<file path="src/rtl/jogo_memoria_param_if.sv">
// jogo_memoria_param_if: game-core I/O bundle (player controls, LEDs, status, debug).
interface jogo_memoria_param_if #(
  parameter int N_BOTOES     = 4,
  parameter int PROFUNDIDADE = 16
);
  localparam int W = $clog2(PROFUNDIDADE);
  logic                jogar;
  logic                modo;
  logic [N_BOTOES-1:0] botoes;
  logic [N_BOTOES-1:0] leds;
  logic                ganhou;
  logic                perdeu;
  logic                pronto;
  logic                timeout;
  logic [3:0]          db_estado;
  logic [W-1:0]        db_rodada;
  logic [W-1:0]        db_jogada;
  modport master (
    output jogar, modo, botoes,
    input  leds, ganhou, perdeu, pronto, timeout, db_estado, db_rodada, db_jogada
  );
  modport slave (
    input  jogar, modo, botoes,
    output leds, ganhou, perdeu, pronto, timeout, db_estado, db_rodada, db_jogada
  );
endinterface

</file>
<file path="src/rtl/jogo_memoria_param.sv">
// jogo_memoria_param: parametrised memory-sequence game with LFSR or player-appended sequences.
module jogo_memoria_param #(
  parameter int          N_BOTOES       = 4,
  parameter int          PROFUNDIDADE   = 16,
  parameter int          LED_CICLOS     = 500,
  parameter int          TIMEOUT_CICLOS = 3000,
  parameter logic [15:0] SEMENTE        = 16'hACE1
) (
  input logic            clock,
  input logic            reset,
  jogo_memoria_param_if.slave bus
);
  localparam int W    = $clog2(PROFUNDIDADE);
  localparam int CMAX = LED_CICLOS > TIMEOUT_CICLOS ? LED_CICLOS : TIMEOUT_CICLOS;
  localparam int CW   = $clog2(CMAX + 1);
  localparam logic [3:0] INICIAL      = 4'h0;
  localparam logic [3:0] PREPARA      = 4'h1;
  localparam logic [3:0] GERA         = 4'h2;
  localparam logic [3:0] MOSTRA_LED   = 4'h3;
  localparam logic [3:0] MOSTRA_APAGA = 4'h4;
  localparam logic [3:0] ESPERA       = 4'h5;
  localparam logic [3:0] COMPARA      = 4'h6;
  localparam logic [3:0] ESPERA_NOVA  = 4'h7;
  localparam logic [3:0] GRAVA_NOVA   = 4'h8;
  localparam logic [3:0] FIM_GANHOU   = 4'hA;
  localparam logic [3:0] FIM_PERDEU   = 4'hE;
  localparam logic [3:0] FIM_TIMEOUT  = 4'hF;

  logic [3:0]          estado_q, estado_d;
  logic [W-1:0]        rodada_q, rodada_d, jogada_q, jogada_d;
  logic [CW-1:0]       cnt_q, cnt_d;
  logic [15:0]         lfsr_q, lfsr_d, lfsr_idx;
  logic                modo_q, modo_d;
  logic [N_BOTOES-1:0] bot_q, bot_prev_q, press_q, press_d;
  logic [N_BOTOES-1:0] ram_q [PROFUNDIDADE];
  logic [N_BOTOES-1:0] ram_din, ram_rd;
  logic [W-1:0]        ram_addr;
  logic                ram_we, evento, fim_led, expira;

  assign evento   = |bot_q & ~|bot_prev_q;
  assign ram_rd   = ram_q[jogada_q];
  assign fim_led  = cnt_q == CW'(LED_CICLOS - 1);
  assign expira   = cnt_q == CW'(TIMEOUT_CICLOS - 1);
  assign lfsr_idx = lfsr_q % 16'(N_BOTOES);

  always_comb begin
    estado_d = estado_q;
    rodada_d = rodada_q;
    jogada_d = jogada_q;
    cnt_d    = '0;
    lfsr_d   = lfsr_q;
    modo_d   = modo_q;
    press_d  = press_q;
    ram_we   = 1'b0;
    ram_addr = rodada_q;
    ram_din  = N_BOTOES'(1) << lfsr_idx;
    case (estado_q)
      INICIAL, FIM_GANHOU, FIM_PERDEU, FIM_TIMEOUT: estado_d = bus.jogar ? PREPARA : estado_q;
      PREPARA: begin
        rodada_d = '0;
        jogada_d = '0;
        modo_d   = bus.modo;
        estado_d = GERA;
      end
      GERA: begin
        // Player-appended rounds already hold their new entry from GRAVA_NOVA
        ram_we   = !modo_q || rodada_q == '0;
        lfsr_d   = ram_we ? {lfsr_q[14:0], lfsr_q[15] ^ lfsr_q[13] ^ lfsr_q[12] ^ lfsr_q[10]} : lfsr_q;
        jogada_d = '0;
        estado_d = MOSTRA_LED;
      end
      MOSTRA_LED: begin
        cnt_d    = fim_led ? '0 : cnt_q + 1'b1;
        estado_d = fim_led ? MOSTRA_APAGA : estado_q;
      end
      MOSTRA_APAGA: begin
        cnt_d    = fim_led ? '0 : cnt_q + 1'b1;
        estado_d = !fim_led ? estado_q : jogada_q < rodada_q ? MOSTRA_LED : ESPERA;
        jogada_d = !fim_led ? jogada_q : jogada_q < rodada_q ? jogada_q + 1'b1 : '0;
      end
      ESPERA, ESPERA_NOVA: begin
        // A press in the expiry cycle still wins over the timeout
        cnt_d    = (evento || expira) ? '0 : cnt_q + 1'b1;
        press_d  = evento ? bot_q : press_q;
        estado_d = evento ? (estado_q == ESPERA ? COMPARA : GRAVA_NOVA)
                 : expira ? FIM_TIMEOUT : estado_q;
      end
      COMPARA: begin
        estado_d = press_q != ram_rd               ? FIM_PERDEU
                 : jogada_q < rodada_q             ? ESPERA
                 : rodada_q == W'(PROFUNDIDADE - 1) ? FIM_GANHOU
                 : modo_q                          ? ESPERA_NOVA : GERA;
        jogada_d = (press_q == ram_rd && jogada_q < rodada_q) ? jogada_q + 1'b1 : jogada_q;
        rodada_d = (estado_d == GERA) ? rodada_q + 1'b1 : rodada_q;
      end
      GRAVA_NOVA: begin
        ram_we   = 1'b1;
        ram_addr = rodada_q + 1'b1;
        ram_din  = press_q;
        rodada_d = rodada_q + 1'b1;
        estado_d = GERA;
      end
      default: estado_d = INICIAL;
    endcase
  end

  always_ff @(posedge clock or negedge reset) begin
    if (!reset) begin
      estado_q   <= INICIAL;
      rodada_q   <= '0;
      jogada_q   <= '0;
      cnt_q      <= '0;
      lfsr_q     <= SEMENTE;
      modo_q     <= 1'b0;
      press_q    <= '0;
      bot_q      <= '0;
      bot_prev_q <= '0;
    end else begin
      estado_q   <= estado_d;
      rodada_q   <= rodada_d;
      jogada_q   <= jogada_d;
      cnt_q      <= cnt_d;
      lfsr_q     <= lfsr_d;
      modo_q     <= modo_d;
      press_q    <= press_d;
      bot_q      <= bus.botoes;
      bot_prev_q <= bot_q;
    end
  end

  always_ff @(posedge clock) begin
    if (ram_we) ram_q[ram_addr] <= ram_din;
  end

  assign bus.leds      = estado_q == MOSTRA_LED ? ram_rd : estado_q == ESPERA ? bot_q : '0;
  assign bus.ganhou    = estado_q == FIM_GANHOU;
  assign bus.perdeu    = estado_q == FIM_PERDEU || estado_q == FIM_TIMEOUT;
  assign bus.timeout   = estado_q == FIM_TIMEOUT;
  assign bus.pronto    = estado_q == FIM_GANHOU || estado_q == FIM_PERDEU || estado_q == FIM_TIMEOUT;
  assign bus.db_estado = estado_q;
  assign bus.db_rodada = rodada_q;
  assign bus.db_jogada = jogada_q;
endmodule
</file>
<file path="src/flat_wrapper.sv">
// flat-port wrapper written by rule: the top's interface ports become plain ports
module jogo_memoria_param_flat 
#(
  parameter int          N_BOTOES       = 4,
  parameter int          PROFUNDIDADE   = 16,
  parameter int          LED_CICLOS     = 500,
  parameter int          TIMEOUT_CICLOS = 3000,
  parameter logic [15:0] SEMENTE        = 16'hACE1
)
  (clock, reset, bus_jogar, bus_modo, bus_botoes, bus_leds, bus_ganhou, bus_perdeu, bus_pronto, bus_timeout, bus_db_estado, bus_db_rodada, bus_db_jogada);
  jogo_memoria_param_if #(.N_BOTOES(N_BOTOES), .PROFUNDIDADE(PROFUNDIDADE)) bus_i ();
  input logic clock;
  input logic reset;
  input wire logic [$bits(bus_i.jogar)-1:0] bus_jogar;
  input wire logic [$bits(bus_i.modo)-1:0] bus_modo;
  input wire logic [$bits(bus_i.botoes)-1:0] bus_botoes;
  output wire logic [$bits(bus_i.leds)-1:0] bus_leds;
  output wire logic [$bits(bus_i.ganhou)-1:0] bus_ganhou;
  output wire logic [$bits(bus_i.perdeu)-1:0] bus_perdeu;
  output wire logic [$bits(bus_i.pronto)-1:0] bus_pronto;
  output wire logic [$bits(bus_i.timeout)-1:0] bus_timeout;
  output wire logic [$bits(bus_i.db_estado)-1:0] bus_db_estado;
  output wire logic [$bits(bus_i.db_rodada)-1:0] bus_db_rodada;
  output wire logic [$bits(bus_i.db_jogada)-1:0] bus_db_jogada;
  assign bus_i.jogar = bus_jogar;
  assign bus_i.modo = bus_modo;
  assign bus_i.botoes = bus_botoes;
  assign bus_leds = bus_i.leds;
  assign bus_ganhou = bus_i.ganhou;
  assign bus_perdeu = bus_i.perdeu;
  assign bus_pronto = bus_i.pronto;
  assign bus_timeout = bus_i.timeout;
  assign bus_db_estado = bus_i.db_estado;
  assign bus_db_rodada = bus_i.db_rodada;
  assign bus_db_jogada = bus_i.db_jogada;
  jogo_memoria_param #(.N_BOTOES(N_BOTOES), .PROFUNDIDADE(PROFUNDIDADE), .LED_CICLOS(LED_CICLOS), .TIMEOUT_CICLOS(TIMEOUT_CICLOS), .SEMENTE(SEMENTE)) u_core (.clock(clock), .reset(reset), .bus(bus_i));
endmodule
</file>
<file path="config.mk">
export PLATFORM = sky130hd
export DESIGN_NAME = jogo_memoria_param_flat
export DESIGN_NICKNAME = d
export VERILOG_FILES = /design/src/rtl/jogo_memoria_param_if.sv /design/src/rtl/jogo_memoria_param.sv /design/src/flat_wrapper.sv
export SDC_FILE = /design/constraint.sdc
export NUM_CORES = 1
export LEC_CHECK = 0
export BUFFER_PORTS_ARGS = -buffer_cell sky130_fd_sc_hd__buf_2
export CORE_MARGIN = 5
export CORE_UTILIZATION = 30
export CTS_CLUSTER_SIZE = 16
export DETAILED_ROUTE_END_ITERATION = 10
export PLACE_DENSITY_LB_ADDON = 0.05
export SLEW_MARGIN = 20
export SYNTH_ARGS = -nofsm -noshare
export SYNTH_HDL_FRONTEND = slang
export SYNTH_SLANG_ARGS = --single-unit
export TNS_END_PERCENT = 5
</file>
<file path="constraint.sdc">
create_clock -name clock -period 5.5 [get_ports clock]
set_input_delay 0.275 -clock clock [delete_from_list [all_inputs] [get_ports clock]]
set_output_delay 0.275 -clock clock [all_outputs]
set_load 0.02 [all_outputs]
</file>
======== After elaboration in Yosys (flattened, before gate mapping) ========
Memories as Yosys holds them, arrays and structs flattened.
Index checks and enable logic that the tools add are counted.
W data, S select, Z words.
storage, ports and cells
  register bits ........................... 53
  memory bits (writable) .................. 64
  input bits .............................. 8
  output and inout bits ................... 20
  logic and storage cells ................. 94
  memories kept ........................... 1
operators by class
  $add $sub $neg .......................... 3
  order comparisons ....................... 1
  equality and inequality tests ........... 23
  shift operators ......................... 1
  mux-type cells .......................... 28
  bitwise operators ....................... 4
  reductions and logical operators ........ 24
memory list
  memory        words  bits a word  rd ports  clocked after Yosys merged registers in  write ports  line                      source
  u_core.ram_q  16     4            1         0                                        1            jogo_memoria_param.sv:35  logic [N_BOTOES-1:0] ram_q [PROFUNDIDADE];
operator list
  cell                     number
  $mux W4                  17
  $pmux W4 S7              1
  $mux W12                 2
  $pmux W12 S2             1
  $pmux W4 S3              2
  $eq A4 B4 Y1 const B     5
  $eq A4 B3 Y1 const B     4
  $add A12 B1 Y12 const B  1
  $eq A12 B12 Y1 const B   1
  $eq A12 B9 Y1 const B    1
  $eq A4 B2 Y1 const B     3
  $reduce_or A4 Y1         3
  $add A4 B1 Y4 const B    2
  $logic_not A4 Y1         2
  $ne A2 B1 Y1 const B     4
  $reduce_or A2 Y1         4
  $mux W3                  2
  $reduce_and A2 Y1        3
  $reduce_bool A3 Y1       2
  $logic_or A1 B1 Y1       5
  $eq A4 B1 Y1 const B     1
  $eq A4 B4 Y1             1
  $lt A4 B4 Y1             1
  $ne A4 B4 Y1             1
  other kinds (11)         15

======== Logic depth before layout (Yosys ltp) ========
Gate-level depths: netlist of the first run.
  depth in word-level cells ............... 7
  gate-level depth with buffers ........... 11
  depth with buffers taken out ............ 9

======== Worst setup path before layout of the first run ========
No wires, ideal clock.
  path kind ............................... flip-flop to flip-flop
  start point ............................. reg u_core.jogada_q[0], in the netlist u_core.bus.db_jogada[0]
  end point ............................... reg u_core.rodada_q[3], in the netlist u_core.bus.db_rodada[3]
  library setup time ...................... 0.121 ns
  data arrival time ....................... 2.806 ns
  data required time ...................... 5.379 ns
  slack ................................... 2.573 ns
  cell stages (with the launch flop) ...... 11
  buffers on the path ..................... 2
  period minus slack after synthesis ...... 2.927 ns
  path through ............................ dfrtp_1 buf_6 buf_12 mux4_2 mux4_2 xnor2_2 nand2_1 nor3_1 a31o_2 o21ai_1 a22o_1
on the way
  word-level cells in the longest chain between the ends .. 6
  elaborated cells between the ends (all ways) .. 8
  those cells by class .................... order compare: 1; eq/ne: 3; mux: 2; reduce/logical: 1; memory: 1
RTL lines
  what                                                   line                                                source
  from (decl)                                            jogo_memoria_param.sv:30                            logic [W-1:0] rodada_q, rodada_d, jogada_q, jogada_d;
  from (signal assigned)                                 jogo_memoria_param.sv:121                           jogada_q <= jogada_d;
  $mem_v2 Z16 W4 / $lt A4 B4 Y1 (equally long branches)  --
  $ne A4 B4 Y1 / $mux W4 (equally long branches)         jogo_memoria_param.sv:89, jogo_memoria_param.sv:90
  $mux W4 *                                              jogo_memoria_param.sv:89                            estado_d = press_q != ram_rd ? FIM_PERDEU
  $eq A4 B2 Y1 *                                         jogo_memoria_param.sv:94                            rodada_d = (estado_d == GERA) ? rodada_q + 1'b1 : rodada_q;
  $ne A2 B1 Y1 (no line) *                               --
  $reduce_and A2 Y1 (no line) *                          --
  to (signal assigned)                                   jogo_memoria_param.sv:120                           rodada_q <= rodada_d;
  to (decl)                                              jogo_memoria_param.sv:30
Mark *: on every way between the ends. The rest lies on a longest branch, timed or not.
A chain may end at the register's enable or synchronous reset.

======== Worst setup path in the final report of the first run ========
  start point ............................. reg u_core.jogada_q[0], in the netlist u_core.bus.db_jogada[0]
  end point ............................... reg u_core.jogada_q[2], in the netlist u_core.bus.db_jogada[2]
on the way
  word-level cells in the longest chain between the ends .. 5
  elaborated cells between the ends (all ways) .. 11
  those cells by class .................... add/sub: 1; order compare: 1; eq/ne: 2; mux: 4; reduce/logical: 2; memory: 1
RTL lines
  what                         line                      source
  $mem_v2 Z16 W4               --
  $eq A4 B4 Y1                 jogo_memoria_param.sv:93  jogada_d = (press_q == ram_rd && jogada_q < rodada_q) ? jogada_q + 1'b1 : jogada_q;
  $logic_and A1 B1 Y1          jogo_memoria_param.sv:93
  $ne A2 B1 Y1 (no line)       --
  $reduce_and A3 Y1 (no line)  --
Several ways; a longest one is shown, not always the timed one. The select of a mux whose other input is x is not followed.

==> flow_summary.json, run 1 <==
{
  "track_usage_pct": 13.4,
  "final_layout_size_suffix_gt1_share_pct": 21.5,
  "die_h_um": 146,
  "hpwlAfterDp_um": 9790,
  "worstMarginPinSlew_ns": 1.01,
  "holdWs_ns": 0.123,
  "finalSetupTns_ns": 0,
  "ys_seq_elements": 117,
  "grt-ovfl-total": 0,
  "drtAntennaViolNets": 0,
  "multi_input_area_mm2": 0.00219,
  "io_pins": 28,
  "slew_headroom_pct": 32.1,
  "hold_path_end": "u_core.modo_q",
  "cpLargestDelayFamily": "multiplexers",
  "worstPathCellList": "buf_4 > mux4_1 > mux4_2 > xnor2_2 > o2111ai_1 > o31ai_2 > nand2_1 > or4_1 > o21ai_0",
  "gp_congestion": 0.794,
  "leakagePower_nw": 2.38,
  "totalWireLength_um": 13700,
  "area_growth_pct": 18.2,
  "grt_pass1_wl_um": 22200,
  "fillers": 1780,
  "synth-edff-count": 64,
  "cts-resized-gates": 0,
  "maxSlewViolCount": 0,
  "cellPowerDensity_mw_per_mm2": 304,
  "clk_latency_ns": 0.41,
  "ys_seq_area_share_pct": 58.4,
  "ys_types": 58,
  "min_from": "bus_modo",
  "cp_slowest_stage_delay_ns": 0.75,
  "layout_common_cells": "edfxtp_1 (64), nor2_1 (56), dfrtp_1 (45)",
  "cts_tree": "built",
  "cts_root_buffer": "clkbuf_16",
  "fin_cells": 726,
  "antenna_cells": 0,
  "via_count": 3674,
  "crit_buf_inv": 1,
  "portBuffers": 27,
  "syn-cell-area_mm2": 0.00558,
  "grt_pass1_vias": 3778,
  "rsz0062_at_grt": "false",
  "syn_avg_cell_area_um2": 12.5,
  "hold_depth": 2,
  "finalCritPeriodShare_pct": 66.4,
  "ff_latch_area_mm2": 0.00326,
  "worstHoldPathType": "in2reg",
  "crit_arrival_ns": 3.98,
  "die_w_um": 146,
  "grt_max_degree": 46,
  "timing.rr.start": "u_core.bus.db_jogada[0]",
  "syn_nets": 460,
  "start_util_pct": 30.8,
  "ys_async_sr_fraction_pct": 45.3,
  "wl_per_cell_um": 18.9,
  "finClkSkew_ns": 0.0155,
  "yosysTopAreaCell": "edfxtp_1",
  "r2r_slack_ns": 1.85,
  "final_common_cell": "edfxtp_1",
  "first_pass_iters": 4,
  "peakVddDrop_mv": 0.143,
  "synth.top_cells.by_area": "edfxtp_1 (34%), dfrtp_1 (20%), mux2_2 (4.0%)",
  "cts_buffers": 17,
  "coreArea_mm2": 0.0181,
  "critical_path_class": "reg2reg",
  "end_kind": "flop",
  "critPathLaunchType": "flop",
  "cp_max_fo": 14,
  "die-area_mm2": 0.0214,
  "min_period_ns": 3.65,
  "yosysWarnings": 0,
  "r2r-end": "u_core.bus.db_jogada[2]",
  "path_clk_slew_ns": 0.06,
  "layout.nets": 499,
  "synthCells": 445,
  "netlist.area_leader.share_pct": 34.4,
  "cp_slowest_cell": "dfrtp_1",
  "maxCapViolations": 0,
  "max_freq_mhz": 274,
  "rows": 49,
  "ys.flop_type": "edfxtp_1",
  "viasPerCell": 5.06,
  "antenna_found_initial": 0,
  "drt_iter0_drc": 325,
  "finalHoldViolCount": 0,
  "clock-sinks": 117,
  "drc": 0,
  "dp_cells": 689,
  "clockBufferDepth": 2,
  "crit_required_ns": 5.82,
  "htree_levels": 4,
  "reg2reg_depth": 9,
  "status": "finished, final reports clean",
  "finalSetupViolCount": 0
}
==> area by class of cell <==
class | count | area share (%)
Tap cell | 229 | 4.34
Timing Repair Buffer | 41 | 3.83
Clock buffer | 18 | 6.50
Sequential cell | 117 | 49.4
Multi-Input combinational cell | 296 | 33.2
Inverter | 11 | 0.626
Clock inverter | 14 | 2.14
==> worst reg2reg max path, stage by stage, from the launching register on <==
cell       delay [ns]
dfrtp_1          0.75
buf_4            0.37
mux4_1           0.60
mux4_2           0.53
xnor2_2          0.16
o2111ai_1        0.15
o31ai_2          0.38
nand2_1          0.13
or4_1            0.41
o21ai_0          0.09
==> how the worst max path moves through the flow <==
stage / start / to / slack (ns) / cells after the start
after global routing: u_core.bus.db_jogada[0] / u_core.bus.db_jogada[2] / 1.63 / 9
after floorplan: u_core.bus.db_jogada[0] / u_core.bus.db_rodada[3] / 2.57 / 10
final: u_core.bus.db_jogada[0] / u_core.bus.db_jogada[2] / 1.85 / 9
after global placement: u_core.bus.db_jogada[0] / u_core.bus.db_rodada[3] / 1.93 / 9
after detailed placement: u_core.bus.db_jogada[0] / u_core.bus.db_rodada[3] / 1.83 / 9
after CTS: u_core.bus.db_jogada[0] / u_core.bus.db_rodada[3] / 1.81 / 9
==> power breakdown <==
group	internal, mW	switching (mW)
Sequential	0.922	0.00335
Combinational	0.00560	0.00972
Clock	0.634	0.433
Total	1.56	0.446
==> stage by stage <==
stage / utilization, % / total power, mW / setup slack, ns / instance area (um^2)
floorplan: - / 0.942 / 2.57 / 5580
global placement: 32.9 / 0.956 / 1.93 / 5980
detailed placement: 32.9 / 0.956 / 1.83 / 5980
CTS: 36.4 / 2.04 / 1.81 / 6600
global route: 36.4 / 2.08 / 1.63 / 6600
finish: 36.4 / 2.01 / 1.85 / 6600
==> synth_stat cells, types with 2 or more instances <==
cell,number
nand4_1,2
nand3b_1,2
dfstp_2,8
clkbuf_1,16
xnor2_2,2
o21ai_0,16
nand2b_1,10
nor3b_1,3
a211oi_1,2
xnor2_1,9
mux4_2,6
dfrtp_1,45
and3_1,6
nor2b_1,6
inv_1,11
or4_1,2
and2_1,5
mux2i_1,9
nand2_1,30
a221oi_1,10
nand3_1,9
a31oi_1,6
o21a_1,4
xor2_1,6
edfxtp_1,64
o31a_1,2
ha_1,7
a32o_1,2
nor2_1,56
a21oi_1,11
mux4_1,8
nor3_1,11
a22oi_1,7
a21o_1,4
nor4_1,2
buf_1,2
or3_1,4
mux2_2,20
==> state kept, by name (all words and copies together) (netlist names) <==
name	cells
u_core.lfsr_q	16
u_core.press_q	4
u_core.bot_prev_q	4
u_core.modo_q	1
u_core.ram_q	64
u_core.cnt_q	12
u_core.bus.db_jogada	4
u_core.bus.db_rodada	4
u_core.bus.db_estado	4
u_core.bot_q	4
==> cells by family (layout without fill, tap and decap cells) <==
kind of cell	Yosys count	in the layout	share of synthesized area, %
DFF	117	117	58.4
muxes	43	43	11.8
buffers and inverters	32	84	2.60
and+or+nand+nor	150	150	12.8
xor gates and xnor gates	17	17	2.94
AOI/OAI and AO/OA	79	79	9.91
adders and majority gates	7	7	1.57
==> layer usage <==
layer | global-route usage [%] | up-vias | wire [um]
li1 | - | 1764 | -
met1 | 18.0 | 1851 | 6570
met2 | 21.5 | 51 | 6740
met3 | 3.01 | 8 | 294
met4 | 4.84 | 0 | 102
met5 | 0 | - | 0
==> timing repair <==
action | CTS | global route
setup buffers | 0 | 0
hold buffers | 5 | 0
hold endpoints to repair | 12 | 0
(Power assumes the default switching activity.)
==> run 2: changes to the inputs <==
ABC_AREA = 1   (was default)
clock period = 3.5 ns   (was 5.5 ns; I/O delays follow)
==> run 2 against run 1 <==
Sequential share of layout area shrank 0.49 points. Register-to-register slack lost 0.95 ns. Global-route usage grew 0.15 points. Critical path depth grew 1. Highest routed layer unchanged.
==> flow_summary.json, run 2 <==
{
  "status": "finished, final reports clean",
  "die-area_mm2": 0.0217,
  "holdWs_ns": 0.168,
  "clock-sinks": 117,
  "via_count": 4142,
  "yosysWarnings": 0,
  "final_area_mm2": 0.00666,
  "setup_ws_ns": 0.864,
  "grt_max_degree": 32,
  "critical_path_class": "reg2out",
  "placed_area_mm2": 0.00601,
  "leakagePower_nw": 2.92,
  "layout_common_cells": "nand2_1 (175), nor2_1 (88), inv_1 (72)",
  "cp_max_fo": 22,
  "critPathLaunchType": "flop",
  "drt_iter0_drc": 217,
  "worstMarginPinSlew_ns": 0.662,
  "rows": 50,
  "ys_seq_area_share_pct": 57.7,
  "antenna_cells": 0,
  "hpwlAfterDp_um": 10000,
  "cts_buffers": 17,
  "rsz0062_at_grt": "false",
  "first_pass_iters": 5,
  "gp_congestion": 0.844,
  "ys_types": 33,
  "finalSetupViolCount": 0,
  "maxCapViolations": 0,
  "portBuffers": 27,
  "yosysTopAreaCell": "edfxtp_1",
  "io_pins": 28,
  "final_common_cell": "nand2_1",
  "yosysMostFrequentCell": "nand2_1",
  "max_freq_mhz": 379,
  "peakVddDrop_mv": 0.429,
  "hold_buffers": 6,
  "die_w_um": 147,
  "grt_pass1_wl_um": 22900,
  "slew_headroom_pct": 55.9,
  "cts_root_buffer": "clkbuf_16",
  "grt_pass1_vias": 4250,
  "finalHoldViolCount": 0,
  "wl_per_cell_um": 15.3,
  "largest-register": "u_core.ram_q",
  "maxSlewViolCount": 0,
  "finalSetupTns_ns": 0,
  "area_growth_pct": 18.0,
  "grt-ovfl-total": 0,
  "netlist.area_leader.share_pct": 34.0,
  "crit_required_ns": 3.32,
  "synth.top_cells.by_area": "edfxtp_1 (34%), dfrtp_1 (20%), nand2_1 (12%)",
  "postCtsSetupBuffers": 0,
  "start_util_pct": 30.3,
  "die_h_um": 147,
  "worstHoldPathType": "in2reg",
  "totalWireLength_um": 14000,
  "synthTopCellsByCount": "nand2_1 (175), nor2_1 (88), inv_1 (72)",
  "drc": 0,
  "layout.nets": 682,
  "crit_arrival_ns": 2.46,
  "coreArea_mm2": 0.0186,
  "syn-cell-area_mm2": 0.00565,
  "largestRegisters": "u_core.ram_q: 64 flops, u_core.lfsr_q: 16 flops, u_core.cnt_q: 12 flops",
  "synthCells": 621,
  "end_kind": "primary output",
  "clockBufferDepth": 2,
  "finClkSkew_ns": 0.0103,
  "cts_tree": "built",
  "ys_seq_elements": 117,
  "track_usage_pct": 13.6,
  "syn_nets": 636,
  "antenna_found_initial": 0,
  "largest_reg_flops": 64,
  "cts-resized-gates": 0,
  "synth-edff-count": 64,
  "final_layout_size_suffix_gt1_share_pct": 14.3,
  "cellPowerDensity_mw_per_mm2": 763,
  "finalCritPeriodShare_pct": 75.3,
  "path_clk_slew_ns": 0.06,
  "syn_avg_cell_area_um2": 9.09,
  "min_period_ns": 2.64,
  "post-route-util_pct": 35.7,
  "clk_latency_ns": 0.41,
  "htree_levels": 4,
  "ys.flop_type": "edfxtp_1",
  "post-place-ws_ns": 0.844,
  "drtAntennaViolNets": 0,
  "ys_async_sr_fraction_pct": 45.3,
  "viasPerCell": 4.53
}
-- run 2: cell types whose count changed in the layout (fill, tap and decap cells not counted), sizes merged, moves of 10 or more --
cell	delta
o21ai	+15
nand2b	-10
inv	+58
nand2	+149
mux4	-14
mux2	-10
a221oi	-10
nand3	+36
nor2	+36
-- run 2: report_power, final --
| part | internal (mW) | total (mW) | switching (mW) |
|---|---|---|---|
| logic | 0.462 | 1.46 | 1.00 |
| registers | 1.77 | 1.91 | 0.143 |
| clock network | 1.11 | 1.71 | 0.599 |
-- run 2: final cells by class --
class                      count  area [um^2]
sequential                   117         3260
timing repair buffer          41          255
multi-input combinational    415         1980
tap                          234          293
clock inverter                 7         65.1
inverter                      75          287
clock buffer                  25          528
fill                        1928        12000
-- run 2: routing by layer --
layer  track usage [%]  share of wire (%)
met2              21.7                 47
met3              3.15                4.7
met1              18.6                 48
met5                 0                  0
met4              3.68               0.85
-- run 2: final timing paths --
kind                                         start                      end  slack, ns  depth (start not counted)
max                        u_core.bus.db_jogada[0]              bus_leds[1]       0.86                         10
min                                      bus_jogar  u_core.bus.db_estado[3]       0.17                          5
max reg2reg                u_core.bus.db_jogada[0]  u_core.bus.db_jogada[1]       0.90                         14
min reg2reg                        u_core.bot_q[3]     u_core.bot_prev_q[3]       0.41                          0
max in group asynchronous                    reset         u_core.lfsr_q[0]       2.33                          3
min in group asynchronous                    reset  u_core.bus.db_jogada[0]       0.30                          2
-- run 2: critical path, stage by stage, from the launching register on --
cell and delay (ns):
dfrtp_1 0.76, buf_4 0.38, nor2_1 0.08, nor2_1 0.12
o21ai_1 0.09, nand3_1 0.08, nand2_1 0.09, nand2_1 0.11
nand2_1 0.05, o21ai_0 0.09, buf_2 0.19
-- run 2: cells by family (layout without fill, tap and decap cells) --
| logic type | count (synthesis) | after routing | synth area share [%] |
|---|---|---|---|
| and+or+nand+nor | 336 | 336 | 24.8 |
| DFF | 117 | 117 | 57.7 |
| buffers and inverters | 89 | 148 | 7.27 |
| AOI/OAI and AO/OA | 49 | 49 | 4.65 |
| xor gates and xnor gates | 13 | 13 | 2.02 |
| muxes | 10 | 10 | 1.99 |
| adders and majority gates | 7 | 7 | 1.55 |
-- run 2: per-stage QoR --
step	cells	total power [mW]
final	914	5.09
after CTS	914	5.17
after detailed placement	876	3.43
after global placement	876	3.43
after global routing	914	5.43
after floorplan	621	2.97
==> run 3: changes to the inputs <==
clock period = 2.16 ns   (was 3.5 ns; I/O delays follow)
==> run 3 against run 2 <==
Clock skew shrank 0.0028 ns. Power grew 72%. Worst setup slack lost 0.84 ns. First-iteration DRC count shrank 3.2%. Highest routed layer unchanged.
==> flow_summary.json, run 3 (synthesis gave the netlist of run 2 again) <==
{
  "status": "finished, final reports clean",
  "critPathLaunchType": "flop",
  "largestRegisters": "u_core.ram_q: 64 flops, u_core.lfsr_q: 16 flops, u_core.cnt_q: 12 flops",
  "cts_tree": "built",
  "maxCapViolations": 0,
  "multi_input_area_mm2": 0.00219,
  "coreArea_mm2": 0.0186,
  "p_switching_mw": 3.16,
  "finalHoldViolCount": 0,
  "slew_headroom_pct": 65.4,
  "drtAntennaViolNets": 0,
  "cellPowerDensity_mw_per_mm2": 1190,
  "internal-power_mw": 5.59,
  "cp_max_fo": 6,
  "cts_buffers": 17,
  "clkPwrFrac_pct": 30.0,
  "crit_arrival_ns": 2.02,
  "crit_required_ns": 2.05,
  "die_w_um": 147,
  "p_sw_share_pct": 36.1,
  "wl_per_cell_um": 15.0,
  "drt_iter0_drc": 210,
  "ff_latch_area_mm2": 0.00326,
  "antenna_cells": 0,
  "maxSlewViolCount": 0,
  "antenna_found_initial": 0,
  "peakVddDrop_mv": 0.559,
  "clk_latency_ns": 0.41,
  "finalSetupViolCount": 0,
  "layout_common_cells": "nand2_1 (155), nor2_1 (74), inv_1 (70)",
  "grt_pass1_vias": 4433,
  "path_clk_slew_ns": 0.06,
  "leakagePower_nw": 3.22,
  "layout.nets": 737,
  "hpwlAfterDp_um": 10500,
  "combPwrFrac_pct": 35.2,
  "r2r_slack_ns": 0.08,
  "final_common_cell": "nand2_1",
  "report.power.total_mw": 8.74,
  "clockBufferDepth": 2,
  "first_pass_iters": 4,
  "p_seq_share_pct": 34.8,
  "finalCritPeriodShare_pct": 98.7,
  "worstHoldPathType": "in2async",
  "htree_levels": 4,
  "via_count": 4370,
  "drc": 0,
  "track_usage_pct": 14.0,
  "grt-ovfl-total": 0,
  "totalWireLength_um": 14600,
  "min_period_ns": 2.13,
  "gp_congestion": 0.808,
  "largest-register": "u_core.ram_q",
  "die-area_mm2": 0.0217,
  "clock-sinks": 117,
  "grt_pass1_wl_um": 23400,
  "final_layout_size_suffix_gt1_share_pct": 27.8,
  "end_kind": "primary output",
  "die_h_um": 147,
  "fillers": 1882,
  "viasPerCell": 4.51,
  "max_freq_mhz": 469,
  "io_pins": 28,
  "portBuffers": 27,
  "cts_root_buffer": "clkbuf_16",
  "start_util_pct": 30.3,
  "area_growth_pct": 30.1,
  "rsz0062_at_grt": "true",
  "rows": 50,
  "finClkSkew_ns": 0.00742,
  "critical_path_class": "reg2out",
  "largest_reg_flops": 64,
  "worstMarginPinSlew_ns": 0.518,
  "holdWs_ns": 0.0366,
  "grt_max_degree": 32
}
run 3: cell count changes in the layout (fill, tap and decap cells not counted), sizes merged:
cell,delta
inv,+4
nand2,+1
clkbuf,-6
bufinv,-1
clkinvlp,+6
buf,+53
clkinv,-2
run 3: layout make-up:
cell class / instances / area share (%)
Timing Repair Buffer: 94 / 10.0
Clock buffer: 19 / 6.32
Clock inverter: 13 / 1.28
Inverter: 75 / 4.10
Multi-Input combinational cell: 416 / 29.8
Tap cell: 234 / 3.99
Sequential cell: 117 / 44.4
Timing Repair inverter: 1 / 0.102
run 3: stage by stage:
| step | cells | utilization [%] | setup WS [ns] | setup TNS [ns] | area [um^2] |
|---|---|---|---|---|---|
| 5_1_grt | 969 | 39.4 | -0.102 | -0.923 | 7350 |
| 4_1_cts | 963 | 38.1 | -0.0443 | -0.157 | 7110 |
| 2_1_floorplan | 621 | - | -0.0312 | -2.00 | 5650 |
| 3_3_place_gp | 922 | 34.4 | -0.188 | -2.01 | 6410 |
| 6_report | 969 | 39.4 | 0.0276 | 0 | 7350 |
| 3_5_place_dp | 922 | 34.4 | -0.201 | -2.05 | 6410 |
run 3: worst max-delay path, cell delays in order, from the launching register on:
cell,delay (ns)
dfrtp_1,0.38
buf_12,0.16
buf_8,0.12
buf_6,0.10
nand2_2,0.05
nand3_2,0.07
nand2_2,0.05
nor2_2,0.15
nand2_2,0.08
nand2_2,0.08
buf_4,0.10
nand2_1,0.04
o21ai_1,0.07
buf_4,0.16
run 3: per-layer routing:
metal / track usage, % / vias to the layer above / part of all wire (%)
met5: 0 / - / 0
met4: 4.85 / 0 / 0.73
met3: 3.08 / 6 / 3.7
met2: 21.9 / 59 / 47
met1: 19.2 / 2073 / 49
li1: - / 2232 / -
run 3: repair_timing:
item	CTS	global route
hold buffers	6	0
setup buffers	3	4
setup endpoints to repair	16	91
endpoints found under the hold margin	50	0
pin swaps	8	20
resized for setup	21	64
gates cloned	0	2
run 3: power by group through the flow:
stage / clock network (mW) / registers (mW) / logic [mW]
2_1_floorplan: 0 / 3.12 / 1.69
3_3_place_gp: 0 / 3.07 / 2.76
3_5_place_dp: 0 / 3.08 / 2.74
4_1_cts: 2.71 / 3.04 / 2.84
5_1_grt: 2.81 / 3.08 / 3.47
6_report: 2.62 / 3.04 / 3.08
run 3: worst paths after layout:
path / from / endpoint / cells past startpoint
setup / recovery: u_core.bus.db_jogada[0] / bus_leds[0] / 13
hold / removal: reset / u_core.bus.db_jogada[1] / 2
setup reg to reg: u_core.bus.db_jogada[0] / u_core.bus.db_estado[3] / 17
hold reg to reg: u_core.bot_q[0] / u_core.bot_prev_q[0] / 0
max in group asynchronous: reset / u_core.lfsr_q[13] / 3
min in group clock: bus_jogar / u_core.bus.db_estado[3] / 5
